[config.mk]
export PLATFORM = sky130hd
export DESIGN_NAME = boot_monitor_flat
export DESIGN_NICKNAME = d
export VERILOG_FILES = /design/src/rtl/boot_monitor_if.sv /design/src/rtl/boot_monitor.sv /design/src/flat_wrapper.sv
export SDC_FILE = /design/constraint.sdc
export NUM_CORES = 1
export LEC_CHECK = 0
export CORE_MARGIN = 10
export CORE_UTILIZATION = 45
export CTS_CLUSTER_DIAMETER = 30
export CTS_CLUSTER_SIZE = 12
export DETAILED_ROUTE_END_ITERATION = 12
export PLACE_DENSITY = 0.71
export SLEW_MARGIN = 20
export SYNTH_ARGS = -nofsm -noshare
export SYNTH_HDL_FRONTEND = slang
export SYNTH_SLANG_ARGS = --single-unit
[constraint.sdc]
create_clock -name clk -period 2.24 [get_ports clk]
set_input_delay 0.448 -clock clk [delete_from_list [all_inputs] [get_ports clk]]
set_output_delay 0.448 -clock clk [all_outputs]
set_load 0.02 [all_outputs]
[src/rtl/boot_monitor_if.sv]
// boot_monitor_if: UART byte stream plus program-RAM port shared by boot_monitor and its surroundings.
interface boot_monitor_if #(parameter int addr_width = 9);
  logic [7:0] rx_data;
  logic rx_valid;
  logic [7:0] tx_data;
  logic tx_valid;
  logic tx_ready;
  logic [7:0] mem_data_out;
  logic [7:0] mem_data_in;
  logic [addr_width-1:0] mem_raddr;
  logic [addr_width-1:0] mem_waddr;
  logic mem_write;
  modport master (
    input rx_data, rx_valid, tx_ready, mem_data_out,
    output tx_data, tx_valid, mem_data_in, mem_raddr, mem_waddr, mem_write
  );
  modport slave (
    output rx_data, rx_valid, tx_ready, mem_data_out,
    input tx_data, tx_valid, mem_data_in, mem_raddr, mem_waddr, mem_write
  );
endinterface

[src/rtl/boot_monitor.sv]
// boot_monitor: serial command monitor that loads/dumps program RAM and drives CPU reset, halt and start address.
module boot_monitor #(parameter int addr_width = 9) (
  input  logic clk,
  input  logic reset,
  boot_monitor_if.master bus,
  output logic mem_owner,
  output logic cpu_reset,
  output logic cpu_halt,
  input  logic cpu_halted,
  output logic [addr_width-1:0] start_address,
  output logic overrun
);
  typedef enum logic [3:0] {IDLE, ARG, WDATA, RADDR, RWAIT1, RWAIT2, RTX, GOPULSE, HALTWAIT, REPLY} state_t;
  localparam logic [7:0] C_W = 8'h57, C_R = 8'h52, C_G = 8'h47, C_H = 8'h48;
  state_t state, state_n;
  logic [7:0] cmd, cmd_n, tx_data_q, tx_data_n, mem_data_in_q, mem_data_in_n, reply_byte;
  logic [1:0] argc, argc_n;
  logic [addr_width-1:0] addr, addr_n, addr_sh, mem_raddr_q, mem_raddr_n, mem_waddr_q, mem_waddr_n, start_n;
  logic [15:0] len, len_n, len_sh;
  logic busy, busy_n, go, go_n, tx_valid_q, tx_valid_n, mem_write_q, mem_write_n;
  logic cpu_reset_n, cpu_halt_n, overrun_n, reply_en, last_arg;
  assign bus.tx_data = tx_data_q;
  assign bus.tx_valid = tx_valid_q;
  assign bus.mem_data_in = mem_data_in_q;
  assign bus.mem_raddr = mem_raddr_q;
  assign bus.mem_waddr = mem_waddr_q;
  assign bus.mem_write = mem_write_q;
  assign mem_owner = cpu_reset;
  assign addr_sh = addr_width'({addr, bus.rx_data});
  assign len_sh = {len[7:0], bus.rx_data};
  assign last_arg = argc == ((cmd == C_G) ? 2'd1 : 2'd3);
  always_ff @(posedge clk or negedge reset)
    if (!reset) begin
      state <= IDLE;
      cmd <= '0;
      argc <= '0;
      addr <= '0;
      len <= '0;
      busy <= 1'b0;
      go <= 1'b0;
      tx_data_q <= '0;
      tx_valid_q <= 1'b0;
      mem_data_in_q <= '0;
      mem_raddr_q <= '0;
      mem_waddr_q <= '0;
      mem_write_q <= 1'b0;
      cpu_reset <= 1'b1;
      cpu_halt <= 1'b0;
      start_address <= '0;
      overrun <= 1'b0;
    end else begin
      state <= state_n;
      cmd <= cmd_n;
      argc <= argc_n;
      addr <= addr_n;
      len <= len_n;
      busy <= busy_n;
      go <= go_n;
      tx_data_q <= tx_data_n;
      tx_valid_q <= tx_valid_n;
      mem_data_in_q <= mem_data_in_n;
      mem_raddr_q <= mem_raddr_n;
      mem_waddr_q <= mem_waddr_n;
      mem_write_q <= mem_write_n;
      cpu_reset <= cpu_reset_n;
      cpu_halt <= cpu_halt_n;
      start_address <= start_n;
      overrun <= overrun_n;
    end
  always_comb begin
    state_n = state;
    cmd_n = cmd;
    argc_n = argc;
    addr_n = addr;
    len_n = len;
    busy_n = busy;
    go_n = go;
    tx_data_n = tx_data_q;
    tx_valid_n = tx_valid_q;
    mem_data_in_n = mem_data_in_q;
    mem_raddr_n = mem_raddr_q;
    mem_waddr_n = mem_waddr_q;
    mem_write_n = 1'b0;
    cpu_reset_n = cpu_reset;
    cpu_halt_n = cpu_halt;
    start_n = start_address;
    overrun_n = overrun | (bus.rx_valid && !(state inside {IDLE, ARG, WDATA}));
    reply_en = 1'b0;
    reply_byte = 8'h4B;
    case (state)
      IDLE: if (bus.rx_valid) begin
        cmd_n = bus.rx_data;
        argc_n = '0;
        addr_n = '0;
        busy_n = !cpu_reset && !cpu_halted;
        if (bus.rx_data inside {C_W, C_R, C_G}) state_n = ARG;
        else if (bus.rx_data == C_H) begin
          cpu_halt_n = 1'b1;
          reply_en = cpu_reset;
          state_n = cpu_reset ? REPLY : HALTWAIT;
        end else begin
          reply_en = 1'b1;
          reply_byte = 8'h3F;
        end
      end
      ARG: if (bus.rx_valid) begin
        argc_n = argc + 2'd1;
        if (argc < 2'd2) addr_n = addr_sh;
        else len_n = len_sh;
        if (last_arg) begin
          // A busy command still consumes its bytes but always answers 'B'.
          reply_byte = busy ? 8'h42 : 8'h4B;
          if (cmd == C_G) begin
            reply_en = busy;
            if (!busy) begin
              start_n = addr_sh;
              cpu_halt_n = 1'b0;
              cpu_reset_n = 1'b1;
              go_n = 1'b0;
              state_n = GOPULSE;
            end
          end else if (cmd == C_W) begin
            reply_en = len_sh == 16'd0;
            state_n = WDATA;
          end else begin
            reply_en = busy;
            state_n = (len_sh == 16'd0) ? IDLE : RADDR;
          end
        end
      end
      WDATA: if (bus.rx_valid) begin
        mem_write_n = !busy;
        mem_waddr_n = busy ? mem_waddr_q : addr;
        mem_data_in_n = busy ? mem_data_in_q : bus.rx_data;
        addr_n = addr + 1'b1;
        len_n = len - 16'd1;
        reply_en = len == 16'd1;
        reply_byte = busy ? 8'h42 : 8'h4B;
      end
      RADDR: begin
        mem_raddr_n = addr;
        state_n = RWAIT1;
      end
      RWAIT1: state_n = RWAIT2;
      RWAIT2: begin
        tx_data_n = bus.mem_data_out;
        tx_valid_n = 1'b1;
        state_n = RTX;
      end
      RTX: if (bus.tx_ready) begin
        tx_valid_n = 1'b0;
        addr_n = addr + 1'b1;
        len_n = len - 16'd1;
        state_n = (len == 16'd1) ? IDLE : RADDR;
      end
      GOPULSE: begin
        go_n = 1'b1;
        cpu_reset_n = !go;
        reply_en = go;
      end
      HALTWAIT: reply_en = cpu_halted;
      REPLY: if (bus.tx_ready) begin
        tx_valid_n = 1'b0;
        state_n = IDLE;
      end
      default: state_n = IDLE;
    endcase
    if (reply_en) begin
      tx_data_n = reply_byte;
      tx_valid_n = 1'b1;
      state_n = REPLY;
    end
  end
endmodule

[src/flat_wrapper.sv]
// flat-port wrapper written by rule: the top's interface ports become plain ports
module boot_monitor_flat 
#(parameter int addr_width = 9)
  (clk, reset, mem_owner, cpu_reset, cpu_halt, cpu_halted, start_address, overrun, bus_rx_data, bus_rx_valid, bus_tx_ready, bus_mem_data_out, bus_tx_data, bus_tx_valid, bus_mem_data_in, bus_mem_raddr, bus_mem_waddr, bus_mem_write);
  boot_monitor_if #(.addr_width(addr_width)) bus_i ();
  input  logic clk;
  input  logic reset;
  output logic mem_owner;
  output logic cpu_reset;
  output logic cpu_halt;
  input  logic cpu_halted;
  output logic [addr_width-1:0] start_address;
  output logic overrun;
  input wire logic [$bits(bus_i.rx_data)-1:0] bus_rx_data;
  input wire logic [$bits(bus_i.rx_valid)-1:0] bus_rx_valid;
  input wire logic [$bits(bus_i.tx_ready)-1:0] bus_tx_ready;
  input wire logic [$bits(bus_i.mem_data_out)-1:0] bus_mem_data_out;
  output wire logic [$bits(bus_i.tx_data)-1:0] bus_tx_data;
  output wire logic [$bits(bus_i.tx_valid)-1:0] bus_tx_valid;
  output wire logic [$bits(bus_i.mem_data_in)-1:0] bus_mem_data_in;
  output wire logic [$bits(bus_i.mem_raddr)-1:0] bus_mem_raddr;
  output wire logic [$bits(bus_i.mem_waddr)-1:0] bus_mem_waddr;
  output wire logic [$bits(bus_i.mem_write)-1:0] bus_mem_write;
  assign bus_i.rx_data = bus_rx_data;
  assign bus_i.rx_valid = bus_rx_valid;
  assign bus_i.tx_ready = bus_tx_ready;
  assign bus_i.mem_data_out = bus_mem_data_out;
  assign bus_tx_data = bus_i.tx_data;
  assign bus_tx_valid = bus_i.tx_valid;
  assign bus_mem_data_in = bus_i.mem_data_in;
  assign bus_mem_raddr = bus_i.mem_raddr;
  assign bus_mem_waddr = bus_i.mem_waddr;
  assign bus_mem_write = bus_i.mem_write;
  boot_monitor #(.addr_width(addr_width)) u_core (.clk(clk), .reset(reset), .bus(bus_i), .mem_owner(mem_owner), .cpu_reset(cpu_reset), .cpu_halt(cpu_halt), .cpu_halted(cpu_halted), .start_address(start_address), .overrun(overrun));
endmodule
### Yosys cells after proc, flatten, opt, wreduce, memory -nomap -nowiden

Index checks and enable logic that the tools add are counted.

| word-level totals | value |
|---|---|
| bits in registers | 89 |
| input bits | 21 |
| output and inout bits | 49 |
| logic and storage cells | 157 |

| cells by class | value |
|---|---|
| $add $sub $neg | 3 |
| order comparisons | 1 |
| equality and inequality tests | 37 |
| muxes and demuxes | 68 |
| bitwise operators | 2 |
| reduce and logical (&&, ||, !) cells | 29 |

Operators with widths:

| operator | number |
|---|---|
| $mux W16 | 4 |
| $mux W8 | 7 |
| $eq A8 B7 Y1 const B | 6 |
| $mux W4 | 12 |
| $pmux W16 S3 | 1 |
| $mux W9 | 5 |
| $pmux W9 S4 | 1 |
| $pmux W4 S8 | 1 |
| $mux W1 | 24 |
| $pmux W8 S3 | 1 |
| $ne A2 B2 Y1 const B | 9 |
| $eq A16 B1 Y1 const B | 1 |
| $eq A4 B3 Y1 const B | 4 |
| $logic_not A16 Y1 | 1 |
| $reduce_and A8 Y1 | 2 |
| $sub A16 B1 Y16 const B | 1 |
| $reduce_and A5 Y1 | 3 |
| $ne A3 B2 Y1 const B | 4 |
| $reduce_bool A3 Y1 | 4 |
| $mux W2 | 5 |
| $add A9 B1 Y9 const B | 1 |
| $eq A4 B2 Y1 const B | 2 |
| $eq A4 B4 Y1 const B | 2 |
| $pmux W1 S2 | 4 |
| other kinds (23) | 35 |

### Logic depth before layout (Yosys ltp)

Gate-level depths: netlist (run 1).

| depth | value |
|---|---|
| depth after elaboration | 8 |
| depth in mapped cells | 9 |

### Worst setup path after synthesis (run 1)

Ideal clock, no wire load.

| path | value |
|---|---|
| path type | flip-flop to flip-flop |
| from | reg u_core.cmd[7] |
| to | reg u_core.tx_data_q[2] (netlist: u_core.bus.tx_data[2]) |
| library setup time | 0.123 ns |
| arrival time | 1.997 ns |
| path slack | 0.120 ns |
| stages on the path, launching flop included | 8 |
| path buffers | 1 |
| cell sequence | dfrtp_1 > nand4bb_4 > nor4_4 > mux2i_1 > a311oi_2 > or2_1 > buf_6 > o221a_2 |

| between the ends | value |
|---|---|
| longest elaborated chain between the ends | 7 |
| elaborated cells between the ends (all ways) | 14 |
| those cells by class | 3 x eq/ne; 10 x mux; 1 x reduce/logical |

RTL lines:

| element | RTL line | RTL |
|---|---|---|
| from (decl) | boot_monitor.sv:16 | `logic [7:0] cmd, cmd_n, tx_data_q, tx_data_n, mem_data_in_q, mem_data_in_n, reply_byte;` |
| from (signal assigned) | boot_monitor.sv:53 | `cmd <= cmd_n;` |
| $eq A8 B7 Y1, on equally long branches | boot_monitor.sv:31, boot_monitor.sv:113, boot_monitor.sv:122 |  |
| $mux W2 / $mux W1 (equally long branches) | boot_monitor.sv:31, boot_monitor.sv:122 |  |
| $eq A2 B2 Y1 / $mux W1 (equally long branches) | boot_monitor.sv:31, boot_monitor.sv:113 |  |
| $mux W1 / $mux W8 (equally long branches) | boot_monitor.sv:110 | `if (last_arg) begin` |
| $mux W1 / $mux W8 (equally long branches) | boot_monitor.sv:106 | `ARG: if (bus.rx_valid) begin` |
| $pmux W1 S5 / $pmux W8 S3 (equally long branches) | boot_monitor.sv:90 | `case (state)` |
| $mux W8 / $reduce_bool A2 Y1 (equally long branches) | -- |  |
| to (signal assigned) | boot_monitor.sv:59 | `tx_data_q <= tx_data_n;` |
| to (decl) | boot_monitor.sv:16 |  |

Several ways; a longest one is shown, not always the timed one.
A chain may end at the register's enable or synchronous reset.

### Worst setup path after layout (run 1)

| path | value |
|---|---|
| from | in bus_rx_data[2] |
| to | reg u_core.tx_data_q[5] (netlist: u_core.bus.tx_data[5]) |

| between the ends | value |
|---|---|
| longest elaborated chain between the ends | 7 |
| elaborated cells between the ends (all ways) | 20 |
| those cells by class | 4 x eq/ne; 13 x mux; 3 x reduce/logical |

RTL lines:

| element | RTL line | RTL |
|---|---|---|
| from (decl) | flat_wrapper.sv:14 | `input wire logic [$bits(bus_i.rx_data)-1:0] bus_rx_data;` |
| $logic_not A16 Y1 | boot_monitor.sv:123 | `reply_en = len_sh == 16'd0;` |
| $mux W1 | boot_monitor.sv:122 | `end else if (cmd == C_W) begin` |
| $mux W1 | boot_monitor.sv:113 | `if (cmd == C_G) begin` |
| $mux W1 | boot_monitor.sv:110 |  |
| $mux W1 | boot_monitor.sv:106 |  |
| $pmux W1 S5 | boot_monitor.sv:90 |  |
| $mux W8 / $reduce_bool A2 Y1 (equally long branches) | -- |  |

Several ways; a longest one is shown, not always the timed one.

==> flow_summary.yaml, run 1 <==
finish:
  diodes: 0
  area_delta_synth_final_pct: 32.4
  drive_gt1_frac: 0.244
  nets: 589
  finish.utilization: 0.617
  fillers: 827
critical_path:
  end_kind: "register"
  worstPathArrival_ns: 2.49
  crit_required_ns: 2.50
  reg2reg_from: "u_core.len[0]"
  reg2reg_slack_ns: 0.05
  startpoint_type: "input port"
  rr_endpoint: "u_core.bus.tx_data[5]"
  reg2regPathDepth: 9
  path_max_fanout: 8
  crit_type: "in -> reg"
logic_synthesis:
  synthCells: 454
  synth-edff-count: 0
  synth_compound_gate_area_share: 0.167
  synth_area_leader_cell: "dfrtp_1"
  post-synth-top-count-cell: "dfrtp_1"
  netlist_area_sq_mm: 0.00462
  synth_top_family_by_area: "simple AND/OR/NAND/NOR gates"
  synth_cell_type_count: 62
  netlist.area_leader.share: 0.477
  synthTopCellsByArea: "dfrtp_1, mux2_2, o21ai_0"
  synth_commonest_cells: "dfrtp_1, nand2_1, o21ai_0, a21oi_1, mux2_2"
  synth_seq_cells: 89
  synthAdderAreaFrac: 0.0108
  syn_avg_cell_area_sq_um: 10.2
  synth_xor_area_frac: 0
  synthFlopType: "dfrtp_1"
  synthArstFlopShare: 1.00
  yosys_warnings: 0
  synthMuxAreaShare: 0.127
  yosysSeqAreaShare: 0.482
  yosys.area_share.simple: 0.178
  synth_fp_nets: 479
clocking:
  htreeDepth: 3
  clk-insertion-delay-late_ns: 0.37
  tritoncts: "done"
  cts_root_buf: "clkbuf_8"
  clk_pin_slew_ns: 0.10
  numCtsBuffers: 9
  ctsLongestPathBuffers: 2
  cts.sinks: 89
  cts_hold_buffers: 0
drt:
  drtIter0Drc: 418
  wl_per_cell_um: 18.6
  vias: 4076
  drtAntennaViolNets: 0
  routed_wl_um: 13100
  first_pass_iters: 5
  drc_errors: 0
  via_per_inst: 5.81
grt:
  grt_pass1_vias: 4034
  grt_max_degree: 43
  gr-usage-met2: 0.293
  grt_antenna_before_repair: 0
  grt_util_met1: 0.227
  grt.total_usage: 0.178
  grt_pass1_wl_um: 21400
  busiest_layer: "met2"
  grtUsageMet3: 0.0456
  grt_overflow: 0
power_and_ir_drop:
  power_density_mw_per_mm2: 1210
  power.leakage_uw: 0.00267
  peakVddDrop_mv: 0.648
die:
  pin_count: 70
  die_w_um: 121
  rows: 36
  die_h_um: 121
  start_util: 0.466
  dieArea_sq_mm: 0.0147
  core_sq_mm: 0.00991
hold_path:
  hold_class: "in -> async"
sta:
  finalCritPeriodShare: 0.995
  hold_viol: 0
  period_minus_slack_ns: 2.23
  final.setup.tns_ns: 0
  timing.final.ws_setup_ns: 0.0117
  slew_headroom: 0.664
  worst_pin_slew_ns: 0.504
  setup_viol: 0
  max_freq_ghz: 0.449
  drv_slew: 0
  fin_skew_ns: 0.0129
placed_design:
  port_buffers: 69
  dpl.hpwl_um: 9370
  pre_cts_ws_ns: -0.458
  place_congestion: 0.933
outcome:
  status: "complete, no violations"
run:
  maxCapViolCount: 0
power by group:
part	internal (uW)	total, uW	leakage, uW	switching, uW
combinational	1630	3460	0.00144	1830
clock	663	1260	0.000113	597
sequential	2170	2710	0.00112	540
total	4470	7430	0.00267	2970
cells by family after synthesis:
kind of cell,count (synthesis)
AOI/OAI and AO/OA,123
adders and majority gates,4
muxes,50
and+or+nand+nor,152
buffers and inverters,36
DFF,89
cells in the final DEF, fill, tap and decap left out, types with 6 or more instances in the layout:
| cell type | n |
|---|---|
| a21oi_1 | 35 |
| dfrtp_1 | 88 |
| nand2b_1 | 6 |
| mux2i_1 | 8 |
| nor2_1 | 30 |
| nand2_1 | 44 |
| o21ai_0 | 42 |
| nor3_1 | 17 |
| clkbuf_8 | 10 |
| buf_4 | 52 |
| mux2_4 | 9 |
| clkdlybuf4s50_1 | 64 |
| inv_1 | 11 |
| or3_1 | 6 |
| mux2_2 | 32 |
| nand3_1 | 11 |
stage by stage:
step / total power (uW) / instances / hold slack, ns / cell area, sq um
final: 7430 / 702 / 0.00426 / 6120
after global routing: 7890 / 702 / 0.0131 / 6120
after CTS: 7360 / 701 / 0.00983 / 6040
after detailed placement: 6080 / 685 / 0.402 / 5800
after global placement: 5980 / 685 / 0.394 / 5800
after floorplan: 4640 / 454 / 0.152 / 4620
critical path: stages:
cell and delay (ns):
clkdlybuf4s50_1 0.45, buf_4 0.18, and2_1 0.15, o211ai_1 0.26, a21oi_1 0.12, o31a_1 0.34, or2_4 0.31, o221a_2 0.24
state kept, by name, indices dropped and copies added, names as in the netlist, 8 cells and up:
| signal | flops |
|---|---|
| u_core.len | 16 |
| u_core.addr | 9 |
| u_core.bus.mem_raddr | 9 |
| u_core.bus.mem_waddr | 9 |
| u_core.start_address | 9 |
| u_core.bus.mem_data_in | 8 |
| u_core.bus.tx_data | 8 |
| u_core.cmd | 8 |
worst max-delay path by stage:
stage	from	endpoint
finish	bus_rx_data[2]	u_core.bus.tx_data[5]
global route	u_core.len[0]	u_core.bus.tx_data[5]
CTS	bus_rx_data[1]	u_core.state[3]
detailed placement	bus_rx_data[5]	u_core.state[3]
global placement	bus_rx_data[1]	u_core.bus.tx_data[6]
floorplan	u_core.cmd[7]	u_core.bus.tx_data[2]
cell type report:
| class | instances | area [sq um] | area share |
|---|---|---|---|
| clock inverters | 6 | 90.1 | 0.0147 |
| inverters | 11 | 41.3 | 0.00675 |
| flip-flops and latches | 89 | 2230 | 0.364 |
| repair buffers | 124 | 1150 | 0.188 |
| clock buffers | 10 | 138 | 0.0225 |
| well taps | 133 | 166 | 0.0272 |
| multi-input cells | 329 | 2300 | 0.376 |
per-layer routing:
| layer | part of all wire | vias to the layer above |
|---|---|---|
| met3 | 0.073 | 15 |
| met5 | 0 | - |
| met1 | 0.42 | 2027 |
| met4 | 0.0098 | 0 |
| met2 | 0.49 | 148 |
| li1 | - | 1886 |
what timing repair did:
item | 4_1_cts | 5_1_grt
setup buffers | 0 | 1
pin swaps | 0 | 5
gates resized for setup | 1 | 16
endpoints found under the setup margin | 8 | 15
Note: power is estimated with default switching activity, not from simulation.
==> inputs of run 2 (changes only) <==
CORE_MARGIN = 2   (was 10)
==> flow_summary.yaml, run 2 (synthesis results as in run 1) <==
outcome:
  status: "complete, no violations"
grt:
  grtUsageMet3: 0.0377
  grt_antenna_before_repair: 0
  busiest_layer: "met2"
  grt.total_usage: 0.237
  gr-usage-met2: 0.389
  grt_pass1_wl_um: 20900
  grt_overflow: 0
  grt_max_degree: 55
  grt_pass1_vias: 4131
  grt_util_met1: 0.319
finish:
  diodes: 0
  area_delta_synth_final_pct: 35.3
  multi_input_area_sq_mm: 0.00234
  finish.utilization: 0.634
  largest_reg_flops: 16
  final_common_cell: "dfrtp_1"
  largest_register: "u_core.len"
  nets: 602
  drive_gt1_frac: 0.265
  fillers: 784
  finalNonFillerCells: 715
  seq_area_sq_mm: 0.00223
  final_cell_mix: "dfrtp_1, buf_4, clkdlybuf4s50_1"
  final_cell_area_sq_mm: 0.00625
sta:
  drv_slew: 0
  fin_skew_ns: 0.0144
  period_minus_slack_ns: 2.14
  rsz0062_at_grt: "no"
  max_freq_ghz: 0.468
  slew_headroom: 0.658
  final.setup.tns_ns: 0
  worst_pin_slew_ns: 0.512
  finalCritPeriodShare: 0.955
  setup_viol: 0
  hold_viol: 0
placed_design:
  place_congestion: 0.897
  dpl-instance-area_sq_mm: 0.00589
  place_inst: 697
  dpl.hpwl_um: 9170
  port_buffers: 69
clocking:
  cts.sinks: 89
  clk_pin_slew_ns: 0.10
  numCtsBuffers: 9
  cts_hold_buffers: 0
  clk-insertion-delay-late_ns: 0.37
  cts_root_buf: "clkbuf_8"
  tritoncts: "done"
  htreeDepth: 3
  ctsLongestPathBuffers: 2
die:
  dieArea_sq_mm: 0.0111
  core_sq_mm: 0.00986
  rows: 36
  start_util: 0.468
  die_w_um: 105
  die_h_um: 105
  pin_count: 70
drt:
  first_pass_iters: 5
  via_per_inst: 5.79
  vias: 4138
  drtIter0Drc: 228
  drc_errors: 0
  wl_per_cell_um: 17.9
  drtAntennaViolNets: 0
  routed_wl_um: 12800
critical_path:
  reg2reg_from: "u_core.state[0]"
  reg2reg_slack_ns: 0.10
  worstPathArrival_ns: 2.40
  reg2regPathDepth: 8
  rr_endpoint: "u_core.bus.tx_data[5]"
  crit_type: "reg -> reg"
  startpoint_type: "register"
  end_kind: "register"
  crit_required_ns: 2.50
  path_max_fanout: 9
power_and_ir_drop:
  power_density_mw_per_mm2: 1220
  power.leakage_uw: 0.00276
  peakVddDrop_mv: 0.481
hold_path:
  hold_class: "in -> async"
run:
  maxCapViolCount: 0
-- run 2: cell types whose count changed in the layout (fill, tap and decap cells not counted), sizes merged --
cell,delta
buf,+12
clkdlybuf4s50,-3
clkinv,-1
clkinvlp,-1
dlymetal6s2s,+3
inv,+2
or2,+1
-- run 2: per-stage QoR --
stage	power, uW	setup slack, ns	hold slack [ns]
after detailed placement	6140	-0.533	0.443
after CTS	7460	0.0220	0.0359
final	7620	0.101	0.0193
after global placement	6060	-0.396	0.419
after floorplan	4640	0.120	0.152
after global routing	8070	0.00806	0.0541
-- run 2: per-layer routing --
layer	vias up	part of all wire
met1	2055	0.44
met5	-	0
met3	22	0.054
met4	0	0.020
met2	148	0.49
li1	1913	-
-- run 2: critical path, cell delays in order (launching register included) --
cell and delay [ns]:
dfrtp_1 0.50, buf_4 0.22, nand2_1 0.18, nor2_1 0.09
a22oi_1 0.27, o31a_1 0.28, buf_4 0.15, o21ai_4 0.06
o221a_2 0.29
-- run 2: area by class of cell --
class / count / area share
inverter: 11 / 0.00660
tap: 133 / 0.0266
timing repair buffer: 136 / 0.201
clock buffer: 10 / 0.0204
multi-input combinational: 330 / 0.374
sequential: 89 / 0.357
clock inverter: 6 / 0.0156
-- run 2: where the power goes --
group          switching (uW)  total (uW)  internal (uW)
Clock                     639        1290            648
Sequential                555        2730           2170
Combinational            1860        3600           1740
-- run 2: what timing repair did --
| item | 4_1_cts | 5_1_grt |
|---|---|---|
| buffers inserted | 0 | 1 |
| setup endpoints to repair | 10 | 14 |
| pin swaps | 0 | 10 |
| gates cloned | 0 | 1 |
| gates resized for setup | 5 | 23 |
-- run 2: worst max-delay path by stage --
stage	slack, ns	end	start
after floorplan	0.12	u_core.bus.tx_data[2]	u_core.cmd[7]
after global placement	-0.40	u_core.state[3]	bus_rx_data[5]
after detailed placement	-0.53	u_core.state[3]	bus_rx_data[5]
after CTS	0.02	u_core.start_address[8]	u_core.cmd[7]
after global routing	0.008	u_core.bus.tx_data[4]	u_core.len[0]
final	0.10	u_core.bus.tx_data[5]	u_core.state[0]
==> inputs of run 3 (changes only) <==
CORE_UTILIZATION = 35   (was 45)
PLACE_DENSITY = unset   (was 0.71)
==> flow_summary.yaml, run 3 (synthesis results as in run 1) <==
critical_path:
  crit_type: "reg -> reg"
  worstSetupPathDepth: 7
  worst-path-buf-inv: 1
  reg2reg_from: "u_core.cmd[5]"
  reg2regPathDepth: 7
  crit_family: "compound AO/OA/AOI/OAI gates"
  end_kind: "register"
  slowest_stage: "nor4_2"
  crit_required_ns: 2.47
  path_cells: "nand4bb_4 -> nor4_2 -> mux2i_2 -> a311oi_4 -> buf_4 -> o21ai_4 -> o221a_2"
  endpoint: "u_core.bus.tx_data[2]"
  path_max_fanout: 4
  rr_endpoint: "u_core.bus.tx_data[2]"
  cp-startpoint: "u_core.cmd[5]"
  startpoint_type: "register"
  worstPathArrival_ns: 2.40
  cpPeakStageDelay_ns: 0.41
  reg2reg_slack_ns: 0.07
sta:
  worst_pin_slew_ns: 0.458
  period_minus_slack_ns: 2.17
  setup_viol: 0
  timing.final.ws_setup_ns: 0.0654
  drv_slew: 0
  hold_viol: 0
  slew_headroom: 0.694
  rsz0062_at_grt: "yes"
  fin_skew_ns: 0.00515
  finalCritPeriodShare: 0.971
  final.setup.tns_ns: 0
  max_freq_ghz: 0.460
power_and_ir_drop:
  power_uw: 7770
  power.leakage_uw: 0.00273
  peakVddDrop_mv: 0.615
  power_density_mw_per_mm2: 1230
placed_design:
  dpl.hpwl_um: 9260
  place_inst: 730
  dpl-instance-area_sq_mm: 0.00590
  pre_cts_ws_ns: -0.464
  port_buffers: 69
  place_congestion: 0.891
drt:
  drc_errors: 0
  routed_wl_um: 12800
  wl_per_cell_um: 17.2
  drtAntennaViolNets: 0
  first_pass_iters: 4
  via_per_inst: 5.36
  drtIter0Drc: 164
  vias: 3998
clocking:
  clk_pin_slew_ns: 0.06
  numCtsBuffers: 9
  tritoncts: "done"
  cts_root_buf: "clkbuf_16"
  ctsLongestPathBuffers: 2
  cts.sinks: 89
  post-cts-setup-buffer-count: 0
  cts_hold_buffers: 0
  htreeDepth: 3
  clk-insertion-delay-late_ns: 0.34
die:
  die_h_um: 119
  die_w_um: 119
  pin_count: 70
  core_sq_mm: 0.0128
  dieArea_sq_mm: 0.0141
  start_util: 0.362
  rows: 41
hold_path:
  hold_class: "in -> async"
finish:
  largest_register: "u_core.len"
  finalNonFillerCells: 746
  nets: 594
  diodes: 0
  largest_reg_flops: 16
  final_common_cell: "dfrtp_1"
  area_delta_synth_final_pct: 36.2
  final_cell_mix: "dfrtp_1, clkdlybuf4s50_1, buf_4"
  final_cell_area_sq_mm: 0.00629
  drive_gt1_frac: 0.254
grt:
  grt_antenna_before_repair: 0
  grt_max_degree: 61
  grt_pass1_wl_um: 21000
  grt.total_usage: 0.185
  grt_overflow: 0
  grt_pass1_vias: 3997
outcome:
  status: "complete, no violations"
run:
  maxCapViolCount: 0
[run 3: changes by cell type in the layout (fill, tap and decap cells not counted), sizes merged]
cell	previous run	this run
buf	68	61
bufinv	2	1
clkbuf	10	11
clkdlybuf4s50	61	63
clkinv	1	2
clkinvlp	0	2
dlymetal6s2s	7	5
inv	14	11
or2	3	2
[run 3: worst min-delay path by stage]
stage	startpoint	end	slack [ns]	cells past startpoint
after global placement	reset	u_core.argc[0]	0.41	1
after floorplan	reset	u_core.addr[0]	0.15	0
after global routing	reset	u_core.argc[0]	0.06	1
after detailed placement	reset	u_core.argc[0]	0.42	1
final	reset	u_core.argc[0]	0.03	1
after CTS	reset	u_core.argc[0]	0.05	1
[run 3: final cells by class]
cell class | instances | area [sq um]
well taps | 172 | 215
repair buffers | 129 | 1190
fillers | 1191 | 6480
multi-input cells | 329 | 2320
inverters | 11 | 41.3
clock buffers | 11 | 243
flip-flops and latches | 89 | 2230
clock inverters | 5 | 55.1
[run 3: power breakdown]
part	leakage, uW	total (uW)	switching (uW)	internal [uW]
sequential	0.00112	2680	504	2180
clock	0.000142	1520	625	891
combinational	0.00148	3570	1870	1700
total	0.00273	7770	3000	4770
[run 3: what timing repair did]
item / CTS / global route
pin swaps: 0 / 10
resized for setup: 3 / 19
setup endpoints to repair: 9 / 21
[run 3: per-stage QoR]
step	hold WS (ns)	util
final	0.0332	0.493
after global placement	0.412	0.462
after floorplan	0.152	-
after CTS	0.0513	0.486
after global routing	0.0583	0.493
after detailed placement	0.418	0.462
[run 3: metal layers]
metal,part of all wire,vias up,global-route usage,wire [um]
li1,-,1897,-,-
met5,0,-,0,0
met2,0.48,101,0.304,6220
met1,0.47,1985,0.253,6040
met3,0.033,15,0.0335,427
met4,0.013,0,0.0484,161
